$ cat config.mk
export PLATFORM = sky130hd
export DESIGN_NAME = apb_master_arbiter_flat
export DESIGN_NICKNAME = d
export VERILOG_FILES = /design/src/rtl/apb_master_arbiter_pkg.sv /design/src/rtl/apb_master_arbiter_if.sv /design/src/rtl/apb_master_arbiter_rr_arbiter.sv /design/src/rtl/apb_master_arbiter.sv /design/src/flat_wrapper.sv
export SDC_FILE = /design/constraint.sdc
export NUM_CORES = 1
export LEC_CHECK = 0
export ABC_AREA = 1
export ABC_CLOCK_PERIOD_IN_PS = 2630
export BUFFER_PORTS_ARGS = -buffer_cell sky130_fd_sc_hd__buf_2
export CORE_AREA = 2 2 157 159
export DETAILED_ROUTE_END_ITERATION = 6
export DIE_AREA = 0 0 159 161
export PLACE_DENSITY = 0.65
export SETUP_SLACK_MARGIN = 0.1
export SLEW_MARGIN = 5
export SYNTH_ARGS = -nofsm -noshare
export SYNTH_HDL_FRONTEND = slang
export SYNTH_HIERARCHICAL = 1
export SYNTH_SLANG_ARGS = --single-unit
export TNS_END_PERCENT = 1
$ cat constraint.sdc
create_clock -name clk -period 2.63 [get_ports clk]
set_input_delay 0.263 -clock clk [delete_from_list [all_inputs] [get_ports clk]]
set_output_delay 0.263 -clock clk [all_outputs]
set_load 0.01 [all_outputs]
$ cat src/rtl/apb_master_arbiter_pkg.sv
// Shared types for the APB master arbiter: FSM encoding, latched request record,
// and the grant-index width helper.
package apb_master_arb_pkg;

    localparam int APB_ADDR_W = 32;
    localparam int APB_DATA_W = 32;

    typedef enum logic [1:0] {
        IDLE,
        SETUP,
        ACCESS
    } apb_arb_state_t;

    // Latched request; fields are sized for the fabric widths and narrower ports are cast.
    typedef struct packed {
        logic                  write;
        logic [APB_ADDR_W-1:0] addr;
        logic [APB_DATA_W-1:0] wdata;
    } apb_req_t;

    function automatic int idx_w(input int n);
        return (n > 1) ? $clog2(n) : 1;
    endfunction

endpackage

$ cat src/rtl/apb_master_arbiter_if.sv
// Requester-side and APB-side signal bundle for the APB master arbiter.
interface apb_master_arbiter_if #(
    parameter int NUM_REQ    = 4,
    parameter int ADDR_WIDTH = 32,
    parameter int DATA_WIDTH = 32
);

    logic [NUM_REQ-1:0]            req_valid;
    logic [NUM_REQ-1:0]            req_ready;
    logic [NUM_REQ-1:0]            req_write;
    logic [NUM_REQ*ADDR_WIDTH-1:0] req_addr;
    logic [NUM_REQ*DATA_WIDTH-1:0] req_wdata;
    logic [NUM_REQ-1:0]            rsp_valid;
    logic [DATA_WIDTH-1:0]         rsp_rdata;
    logic                          rsp_err;

    logic                          psel;
    logic                          penable;
    logic                          pwrite;
    logic [ADDR_WIDTH-1:0]         paddr;
    logic [DATA_WIDTH-1:0]         pwdata;
    logic [DATA_WIDTH-1:0]         prdata;
    logic                          pready;
    logic                          pslverr;

    modport master (
        input  req_valid, req_write, req_addr, req_wdata, prdata, pready, pslverr,
        output req_ready, rsp_valid, rsp_rdata, rsp_err, psel, penable, pwrite, paddr, pwdata
    );

    modport slave (
        output req_valid, req_write, req_addr, req_wdata, prdata, pready, pslverr,
        input  req_ready, rsp_valid, rsp_rdata, rsp_err, psel, penable, pwrite, paddr, pwdata
    );

endinterface

$ cat src/rtl/apb_master_arbiter_rr_arbiter.sv
// Combinational round-robin picker: first set request at or after ptr, wrapping.
module rr_arbiter
    import apb_master_arb_pkg::*;
#(
    parameter int NUM_REQ = 4,
    localparam int IDX_W  = idx_w(NUM_REQ)
) (
    input  logic [NUM_REQ-1:0] req,
    input  logic [IDX_W-1:0]   ptr,
    output logic [NUM_REQ-1:0] grant,
    output logic [IDX_W-1:0]   grant_idx,
    output logic               any
);

    always_comb begin
        int unsigned k;
        k         = 0;
        grant     = '0;
        grant_idx = '0;
        any       = 1'b0;
        for (int unsigned i = 0; i < NUM_REQ; i++) begin
            k = (32'(ptr) + i) % NUM_REQ;
            if (!any && req[k]) begin
                any       = 1'b1;
                grant[k]  = 1'b1;
                grant_idx = IDX_W'(k);
            end
        end
    end

endmodule

$ cat src/rtl/apb_master_arbiter.sv
// Round-robin arbiter sharing one APB3 master port among NUM_REQ requesters,
// with a pready stall timeout that forces an error completion.
module apb_master_arbiter
    import apb_master_arb_pkg::*;
#(
    parameter int NUM_REQ    = 4,
    parameter int ADDR_WIDTH = APB_ADDR_W,
    parameter int DATA_WIDTH = APB_DATA_W,
    parameter int TIMEOUT    = 255
) (
    input logic                  clk,
    input logic                  rst,
    apb_master_arbiter_if.master bus
);

    localparam int IDX_W = idx_w(NUM_REQ);
    localparam int CNT_W = $clog2(TIMEOUT + 1);

    apb_arb_state_t        state_q, state_d;
    logic [IDX_W-1:0]      ptr_q, gnt_idx_q, arb_idx, next_ptr;
    logic [NUM_REQ-1:0]    arb_gnt;
    logic                  arb_any;
    apb_req_t              lat_q;
    logic [CNT_W-1:0]      cnt_q;
    logic [NUM_REQ-1:0]    rsp_valid_q;
    logic [DATA_WIDTH-1:0] rsp_rdata_q;
    logic                  rsp_err_q;
    logic                  timed_out, access_done;
    logic                  psel_c, penable_c;
    logic [NUM_REQ-1:0]    req_ready_c;
    logic [ADDR_WIDTH-1:0] addr_sel;
    logic [DATA_WIDTH-1:0] wdata_sel;

    rr_arbiter #(.NUM_REQ(NUM_REQ)) u_rr (
        .req       (bus.req_valid),
        .ptr       (ptr_q),
        .grant     (arb_gnt),
        .grant_idx (arb_idx),
        .any       (arb_any)
    );

    assign addr_sel    = bus.req_addr[arb_idx*ADDR_WIDTH +: ADDR_WIDTH];
    assign wdata_sel   = bus.req_wdata[arb_idx*DATA_WIDTH +: DATA_WIDTH];
    assign timed_out   = !bus.pready && (cnt_q == CNT_W'(TIMEOUT - 1));
    assign access_done = bus.pready || timed_out;
    assign next_ptr    = (gnt_idx_q == IDX_W'(NUM_REQ - 1)) ? '0 : gnt_idx_q + IDX_W'(1);

    always_ff @(posedge clk) begin
        if (rst) state_q <= IDLE;
        else     state_q <= state_d;
    end

    always_comb begin
        state_d = state_q;
        case (state_q)
            IDLE:    if (arb_any) state_d = SETUP;
            SETUP:   state_d = ACCESS;
            ACCESS:  if (access_done) state_d = IDLE;
            default: state_d = IDLE;
        endcase
    end

    always_comb begin
        psel_c      = 1'b0;
        penable_c   = 1'b0;
        req_ready_c = '0;
        case (state_q)
            IDLE:    if (!rst) req_ready_c = arb_gnt;
            SETUP:   psel_c = 1'b1;
            ACCESS: begin
                psel_c    = 1'b1;
                penable_c = 1'b1;
            end
            default: ;
        endcase
    end

    always_ff @(posedge clk) begin
        if (rst) begin
            ptr_q       <= '0;
            gnt_idx_q   <= '0;
            lat_q       <= '0;
            cnt_q       <= '0;
            rsp_valid_q <= '0;
            rsp_rdata_q <= '0;
            rsp_err_q   <= 1'b0;
        end else begin
            rsp_valid_q <= '0;
            rsp_rdata_q <= '0;
            rsp_err_q   <= 1'b0;
            case (state_q)
                IDLE: if (arb_any) begin
                    gnt_idx_q   <= arb_idx;
                    lat_q.write <= bus.req_write[arb_idx];
                    lat_q.addr  <= APB_ADDR_W'(addr_sel);
                    lat_q.wdata <= APB_DATA_W'(wdata_sel);
                    cnt_q       <= '0;
                end
                ACCESS: begin
                    if (!bus.pready) cnt_q <= cnt_q + CNT_W'(1);
                    // A timeout completes like a slave error but never returns bus data.
                    if (access_done) begin
                        rsp_valid_q <= NUM_REQ'(1) << gnt_idx_q;
                        rsp_rdata_q <= (bus.pready && !lat_q.write) ? bus.prdata : '0;
                        rsp_err_q   <= bus.pready ? bus.pslverr : 1'b1;
                        ptr_q       <= next_ptr;
                    end
                end
                default: ;
            endcase
        end
    end

    assign bus.req_ready = req_ready_c;
    assign bus.psel      = psel_c;
    assign bus.penable   = penable_c;
    assign bus.pwrite    = lat_q.write;
    assign bus.paddr     = ADDR_WIDTH'(lat_q.addr);
    assign bus.pwdata    = DATA_WIDTH'(lat_q.wdata);
    assign bus.rsp_valid = rsp_valid_q;
    assign bus.rsp_rdata = rsp_rdata_q;
    assign bus.rsp_err   = rsp_err_q;

endmodule
$ cat src/flat_wrapper.sv
// flat-port wrapper written by rule: the top's interface ports become plain ports
module apb_master_arbiter_flat import apb_master_arb_pkg::*;
#(
    parameter int NUM_REQ    = 4,
    parameter int ADDR_WIDTH = APB_ADDR_W,
    parameter int DATA_WIDTH = APB_DATA_W,
    parameter int TIMEOUT    = 255
)
  (clk, rst, bus_req_valid, bus_req_write, bus_req_addr, bus_req_wdata, bus_prdata, bus_pready, bus_pslverr, bus_req_ready, bus_rsp_valid, bus_rsp_rdata, bus_rsp_err, bus_psel, bus_penable, bus_pwrite, bus_paddr, bus_pwdata);
  apb_master_arbiter_if #(.NUM_REQ(NUM_REQ), .ADDR_WIDTH(ADDR_WIDTH), .DATA_WIDTH(DATA_WIDTH)) bus_i ();
  input logic clk;
  input logic rst;
  input wire logic [$bits(bus_i.req_valid)-1:0] bus_req_valid;
  input wire logic [$bits(bus_i.req_write)-1:0] bus_req_write;
  input wire logic [$bits(bus_i.req_addr)-1:0] bus_req_addr;
  input wire logic [$bits(bus_i.req_wdata)-1:0] bus_req_wdata;
  input wire logic [$bits(bus_i.prdata)-1:0] bus_prdata;
  input wire logic [$bits(bus_i.pready)-1:0] bus_pready;
  input wire logic [$bits(bus_i.pslverr)-1:0] bus_pslverr;
  output wire logic [$bits(bus_i.req_ready)-1:0] bus_req_ready;
  output wire logic [$bits(bus_i.rsp_valid)-1:0] bus_rsp_valid;
  output wire logic [$bits(bus_i.rsp_rdata)-1:0] bus_rsp_rdata;
  output wire logic [$bits(bus_i.rsp_err)-1:0] bus_rsp_err;
  output wire logic [$bits(bus_i.psel)-1:0] bus_psel;
  output wire logic [$bits(bus_i.penable)-1:0] bus_penable;
  output wire logic [$bits(bus_i.pwrite)-1:0] bus_pwrite;
  output wire logic [$bits(bus_i.paddr)-1:0] bus_paddr;
  output wire logic [$bits(bus_i.pwdata)-1:0] bus_pwdata;
  assign bus_i.req_valid = bus_req_valid;
  assign bus_i.req_write = bus_req_write;
  assign bus_i.req_addr = bus_req_addr;
  assign bus_i.req_wdata = bus_req_wdata;
  assign bus_i.prdata = bus_prdata;
  assign bus_i.pready = bus_pready;
  assign bus_i.pslverr = bus_pslverr;
  assign bus_req_ready = bus_i.req_ready;
  assign bus_rsp_valid = bus_i.rsp_valid;
  assign bus_rsp_rdata = bus_i.rsp_rdata;
  assign bus_rsp_err = bus_i.rsp_err;
  assign bus_psel = bus_i.psel;
  assign bus_penable = bus_i.penable;
  assign bus_pwrite = bus_i.pwrite;
  assign bus_paddr = bus_i.paddr;
  assign bus_pwdata = bus_i.pwdata;
  apb_master_arbiter #(.NUM_REQ(NUM_REQ), .ADDR_WIDTH(ADDR_WIDTH), .DATA_WIDTH(DATA_WIDTH), .TIMEOUT(TIMEOUT)) u_core (.clk(clk), .rst(rst), .bus(bus_i));
endmodule
* Yosys cells after proc, flatten, opt, wreduce, memory -nomap -nowiden
Cells that the tools add are included.
** Storage, ports and cells
- Register bits after elaboration :: 116
- Output and inout bits :: 108
- Bits of input ports :: 300
- Word-level logic and storage cells :: 106
** Operators by class
- Order comparisons :: 9
- Reductions and logical operators :: 24
- Multiplexer cells :: 42
- Eq/ne operators :: 7
- Add/subtract/negate cells :: 5
- Bitwise gates (word level) :: 6
- Shift operators :: 3
** Operators by type and width (count)
- $shiftx A128 B8 Y32 :: 2
- $mux W4 :: 6
- $mux W1 :: 16
- $mux W8 :: 2
- $pmux W8 S2 :: 1
- $lt A2 B3 Y1 const B :: 5
- $mux W2 :: 7
- $or A4 B4 Y4 :: 3
- $bmux W1 S2 :: 5
- $logic_and A1 B1 Y1 :: 9
- $add A8 B1 Y8 const B :: 1
- $demux W1 S2 :: 4
- $eq A8 B8 Y1 const B :: 1
- $ge A2 B1 Y1 const B :: 4
- $pmux W2 S3 :: 1
- $reduce_and A2 Y1 :: 3
- $logic_not A1 Y1 :: 5
- $add A2 B1 Y2 const B :: 2
- $add A2 B2 Y2 const B :: 2
- $eq A2 B2 Y1 const B :: 2
- $ne A2 B1 Y1 const B :: 2
- $reduce_or A4 Y1 :: 1
- $shl A1 B2 Y4 const A :: 1
- $not A1 Y1 :: 3
- other kinds (8) :: 8

* Longest topological paths before layout
- Word-level depth :: 14
- Depth in mapped cells :: 18

* Cells and area by module
The synthesis kept the hierarchy.
** By module, submodules not included
- apb_master_arbiter :: area each 6169.7 µm², cells each 961, times used 1, sequential area each 2322.2 µm²
- rr_arbiter :: area each 440.4 µm², cells each 74, times used 1, sequential area each 0.0 µm²

* Worst setup path before layout
OpenSTA, ideal clock, no wires.
- Kind :: reg-to-reg
- Start point :: reg u_core.ptr_q[0]
- End point :: reg u_core.lat_q (netlist bit u_core/bus.paddr[10])
- Arrival :: 2.454 ns
- Path buffers :: 3
- Library setup time :: 0.113 ns
- Stages on the path, launching flop included :: 17
- Period minus slack after synthesis :: 2.568 ns
- Required time :: 2.517 ns
- Setup slack :: 0.062 ns
- Cells stage by stage :: dfxtp_1 > inv_2 > ha_1 > inv_1 > nand3_1 > nand2_1 > nor2_1 > a21oi_1 > nand3_1 > buf_6 > inv_4 > buf_6 > buf_6 > o21ai_1 > o22ai_1 > o21ai_1 > inv_1
** Between the ends
- Word-level cells in the longest chain between the ends :: 13
- Elaborated cells on any way between the ends :: 27
- Those cells by class :: add/sub: 3; shift: 1; mux: 16; reduce/logical: 7
** RTL lines
- from (decl) :: line apb_master_arbiter.sv:20 : logic [IDX_W-1:0] ptr_q, gnt_idx_q, arb_idx, next_ptr;
- from (signal assigned) :: line apb_master_arbiter.sv:106 : ptr_q <= next_ptr;
- parallel branches: the longest is 11 deep, another holds $add A2 B1 Y2
- $mux W2 (*) :: line apb_master_arbiter_rr_arbiter.sv:23 : if (!any && req[k]) begin
- via u_core.arb_idx[0] :: line apb_master_arbiter.sv:20
- $shiftx A128 B8 Y32 (*) :: line apb_master_arbiter.sv:42 : assign addr_sel = bus.req_addr[arb_idx*ADDR_WIDTH +: ADDR_WIDTH];
- to (decl) :: line apb_master_arbiter.sv:23 : apb_req_t lat_q;
Mark *: on every way through the listed nets, which the timed path passes. The select of a mux whose other input is x is not followed.
A chain may end at the register's enable or synchronous reset.

* Worst setup path in the final report
- Start point :: reg u_core.ptr_q[1]
- End point :: reg u_core.lat_q (netlist bit u_core/bus.pwdata[23])
** Between the ends
- Word-level cells in the longest chain between the ends :: 13
- Elaborated cells on any way between the ends :: 27
- Those cells by class :: add/sub: 3; shift: 1; mux: 16; reduce/logical: 7
** RTL lines
- parallel branches: the longest is 11 deep, another holds $add A2 B1 Y2
- $mux W2 (*) :: line apb_master_arbiter_rr_arbiter.sv:23
- via u_core.arb_idx[0] :: line apb_master_arbiter.sv:20
- $shiftx A128 B8 Y32 (*) :: line apb_master_arbiter.sv:43 : assign wdata_sel = bus.req_wdata[arb_idx*DATA_WIDTH +: DATA_WIDTH];
Marked as above.

==> metrics.md <==
| Metric | Value |
|---|---|
| Clock sinks | `116` |
| H-tree depth | `4` |
| Yosys warning count | `6` |
| WHS | `0.0548 ns` |
| Flip-flop and latch area | `2320 sq um` |
| Area growth syn-to-layout | `48.3%` |
| Largest net degree at the start of global routing | `63` |
| Commonest non-fill, non-tap cell in the layout | `buf_2` |
| Worst Hold End | `u_core/bus.rsp_err` |
| Clock skew | `0.00901 ns` |
| Worst path max stage delay | `0.34 ns` |
| Mapped Avg Cell Area | `6.39 sq um` |
| RSZ-0062 raised after global routing | `yes` |
| Via Count | `8262` |
| Antenna-violating nets left | `0` |
| Fin crit share | `94.9%` |
| Syn_nets | `1347` |
| 1st-pass router iterations | `6` |
| CTS clk-pin slew, worst paths | `0.07 ns` |
| Top sig layer | `met4` |
| Hold Buf Count CTS | `0` |
| Total Power | `0.00937 W` |
| Startpoint Class | `flop` |
| Antenna Cells | `0` |
| Data required, critical path | `2.94 ns` |
| RR Endpoint | `u_core/bus.pwdata[23]` |
| Worst hold start | `bus_pslverr` |
| Cells after Synth | `1035` |
| DRC | `0` |
| Area of the multi-input gates | `3460 sq um` |
| Setup-failing EPs final | `0` |
| R2R depth | `15` |
| IO Count | `408` |
| Tmin final | `2.50 ns` |
| Hold path cells | `2` |
| Pins Over Slew Limit | `0` |
| Max clock buf depth | `2` |
| Synth area leader | `dfxtp_1` |
| Setup TNS | `0 ns` |
| Crit path max fanout | `27` |
| DP HPWL | `19.4 mm` |
| Average wire per standard cell | `15.0 um` |
| Max transition margin | `61.3%` |
| Starting DRC count in detailed routing | `462` |
| Maximum capacitance violations | `0` |
| Horiz. Die Dim | `159 um` |
| Power Dens Cells | `956 nW/um^2` |
| Met3 WL | `2.10 mm` |
| WP data arrival | `2.80 ns` |
| Synth top area share | `35.1%` |
| Most frequent cells in the layout | `407 x buf_2, 315 x nor2_1, 125 x inv_1` |
| CP dominant cell by count | `inv_1` |
| RR Startpoint | `u_core/ptr_q[1]` |
| Core Footprint | `24000 sq um` |
| Overflow after GRT | `0` |
| Leakage | `5.35 nW` |
| Register-to-Register Setup Slack | `0.13 ns` |
| Wl on met1 | `11.0 mm` |
| Hold Crit Class | `primary input to flop` |
| Cell variety after synth | `28` |
| Vias in the first global route | `7431` |
| Top cells by area, synth | `dfxtp_1 35%, nor2_1 18%, o21ai_0 8.3%, o21ai_1 7.9%, inv_1 7.2%` |
| Die Area | `25600 sq um` |
| Dpl cells | `1731` |
| Worst vdd ir | `418 uV` |
| Fill count | `2537` |
| Root buf cell | `clkbuf_16` |
| Endpoints failing hold | `0` |
| IO buf count | `407` |
| Fin area | `9800 sq um` |
| Initial core utilization | `27.6%` |
| Antenna violations before repair | `0` |
| WL final | `26.6 mm` |
| Placed Area | `9020 sq um` |
| CP max stage cell | `dfxtp_1` |
| Worst slew pin tran | `0.580 ns` |
| Non-Filler Instances | `1775` |
| Nets@finish | `1750` |
| DR WL met2 | `12.8 mm` |
| Worst Setup End Kind | `flop` |
| Total GRT Usage | `18.9%` |
| FMAX | `401 MHz` |
| GPL Wtd Cong | `0.886` |
| Post-Syn Area | `6610 sq um` |
| CTS tree | `done` |
| CTS Buf Count | `17` |
| Via-per-instance ratio | `4.65` |
| First-pass GRT wire length | `38.7 mm` |
| WS Path Type | `flop to flop` |
| Clock Latency Late Sink | `0.41 ns` |
| Worst path cell trace | `inv_1 -> ha_4 -> inv_1 -> nand3_1 -> nand2_1 -> nor2_2 -> a21oi_2 -> nand3_4 -> buf_4 -> buf_12 -> or2_2 -> o21ai_0 -> o21ai_1 -> o21ai_0 -> inv_1` |
| Row cnt | `57` |
| Die height | `161 um` |
| #FFs+latches synth | `116` |
| Layout cells sized above 1 | `36.2%` |
| Seq/Total Area, Yosys | `35.1%` |
| Outcome | `finished clean` |
[power by group]
| part | leakage, nW | internal, W | total [W] | switching [W] |
|---|---|---|---|---|
| combinational | 4.11 | 0.00178 | 0.00457 | 0.00279 |
| sequential | 0.954 | 0.00222 | 0.00246 | 0.000248 |
| clock | 0.287 | 0.00135 | 0.00234 | 0.000991 |
| total | 5.35 | 0.00534 | 0.00937 | 0.00403 |
[synth_stat cells]
cell type  instances
o22ai_1           50
buf_4              1
inv_4              1
nand2_4            1
nand3_1           21
nand4_1           10
clkbuf_1          35
inv_1            127
a21oi_1           20
o21ai_1          104
nand2_1           43
dfxtp_1          116
nand3_4            1
or2_2             15
a21boi_0           4
ha_1              12
nand3_2            1
inv_2              2
a211oi_1           1
buf_2             16
buf_6             15
o21ai_0          110
clkbuf_2           1
nor2_4             1
nand3b_1           3
o21a_1             1
nand2_2            7
nor2_1           316
[sequential cells by signal, summed over array words and instances (netlist names)]
name	cells
u_core/state_q	2
u_core/bus.rsp_err	1
u_core/bus.paddr	32
u_core/gnt_idx_q	2
u_core/bus.rsp_valid	4
u_core/bus.pwrite	1
u_core/cnt_q	8
u_core/bus.pwdata	32
u_core/bus.rsp_rdata	32
u_core/ptr_q	2
[metrics by stage]
step                      utilization (%)  worst slack, ns
after detailed placement             37.6            0.148
after global placement               37.6            0.221
after floorplan                         -            0.137
after CTS                            40.1            0.120
after global routing                 40.9           0.0323
final                                40.9            0.134
[routing by layer]
| layer | vias up | track usage (%) |
|---|---|---|
| met4 | 0 | 5.87 |
| met2 | 391 | 33.6 |
| met5 | - | 0 |
| li1 | 4140 | - |
| met1 | 3687 | 22.5 |
| met3 | 44 | 4.85 |
[final cells by class]
| type | instances | area share [%] |
|---|---|---|
| timing repair buffer | 452 | 25.8 |
| clock buffer | 17 | 4.34 |
| inverter | 130 | 5.10 |
| multi-input combinational | 721 | 35.3 |
| tap | 324 | 4.13 |
| sequential | 116 | 23.7 |
| clock inverter | 15 | 1.67 |
[cell families (layout without fill, tap and decap cells)]
logic type | count (synthesis) | count (layout) | share of synthesized area [%]
and+or+nand+nor | 419 | 419 | 26.1
adders and majority gates | 12 | 12 | 2.27
AOI/OAI and AO/OA | 290 | 290 | 23.1
buffers and inverters | 198 | 614 | 13.4
DFF | 116 | 116 | 35.1
[critical path: cells and delay by family (launching register included)]
family                     cells  cell delay [ns]
adders and majority gates      1             0.24
AOI/OAI and AO/OA              4             0.54
buffers and inverters          5             0.59
DFF                            1             0.34
and+or+nand+nor                5             0.68
[worst max-delay path by stage]
stage,startpoint,endpoint,slack (ns),cells past startpoint
6_report,u_core/ptr_q[1],u_core/bus.pwdata[23],0.13,15
5_1_grt,u_core/ptr_q[1],u_core/bus.pwdata[24],0.03,15
4_1_cts,u_core/ptr_q[1],u_core/bus.paddr[27],0.12,13
3_5_place_dp,u_core/ptr_q[1],u_core/bus.paddr[27],0.15,13
3_3_place_gp,u_core/ptr_q[1],u_core/bus.paddr[19],0.22,13
2_1_floorplan,u_core/ptr_q[1],u_core/bus.paddr[10],0.14,17
[repair_timing]
| item | 4_1_cts | 5_1_grt |
|---|---|---|
| buffers inserted | 0 | 9 |
| gates resized for setup | 0 | 25 |
| setup endpoints to repair | 0 | 71 |
| endpoints found under the hold margin | 0 | 0 |
No activity file was read; power rests on OpenSTA's default activity.
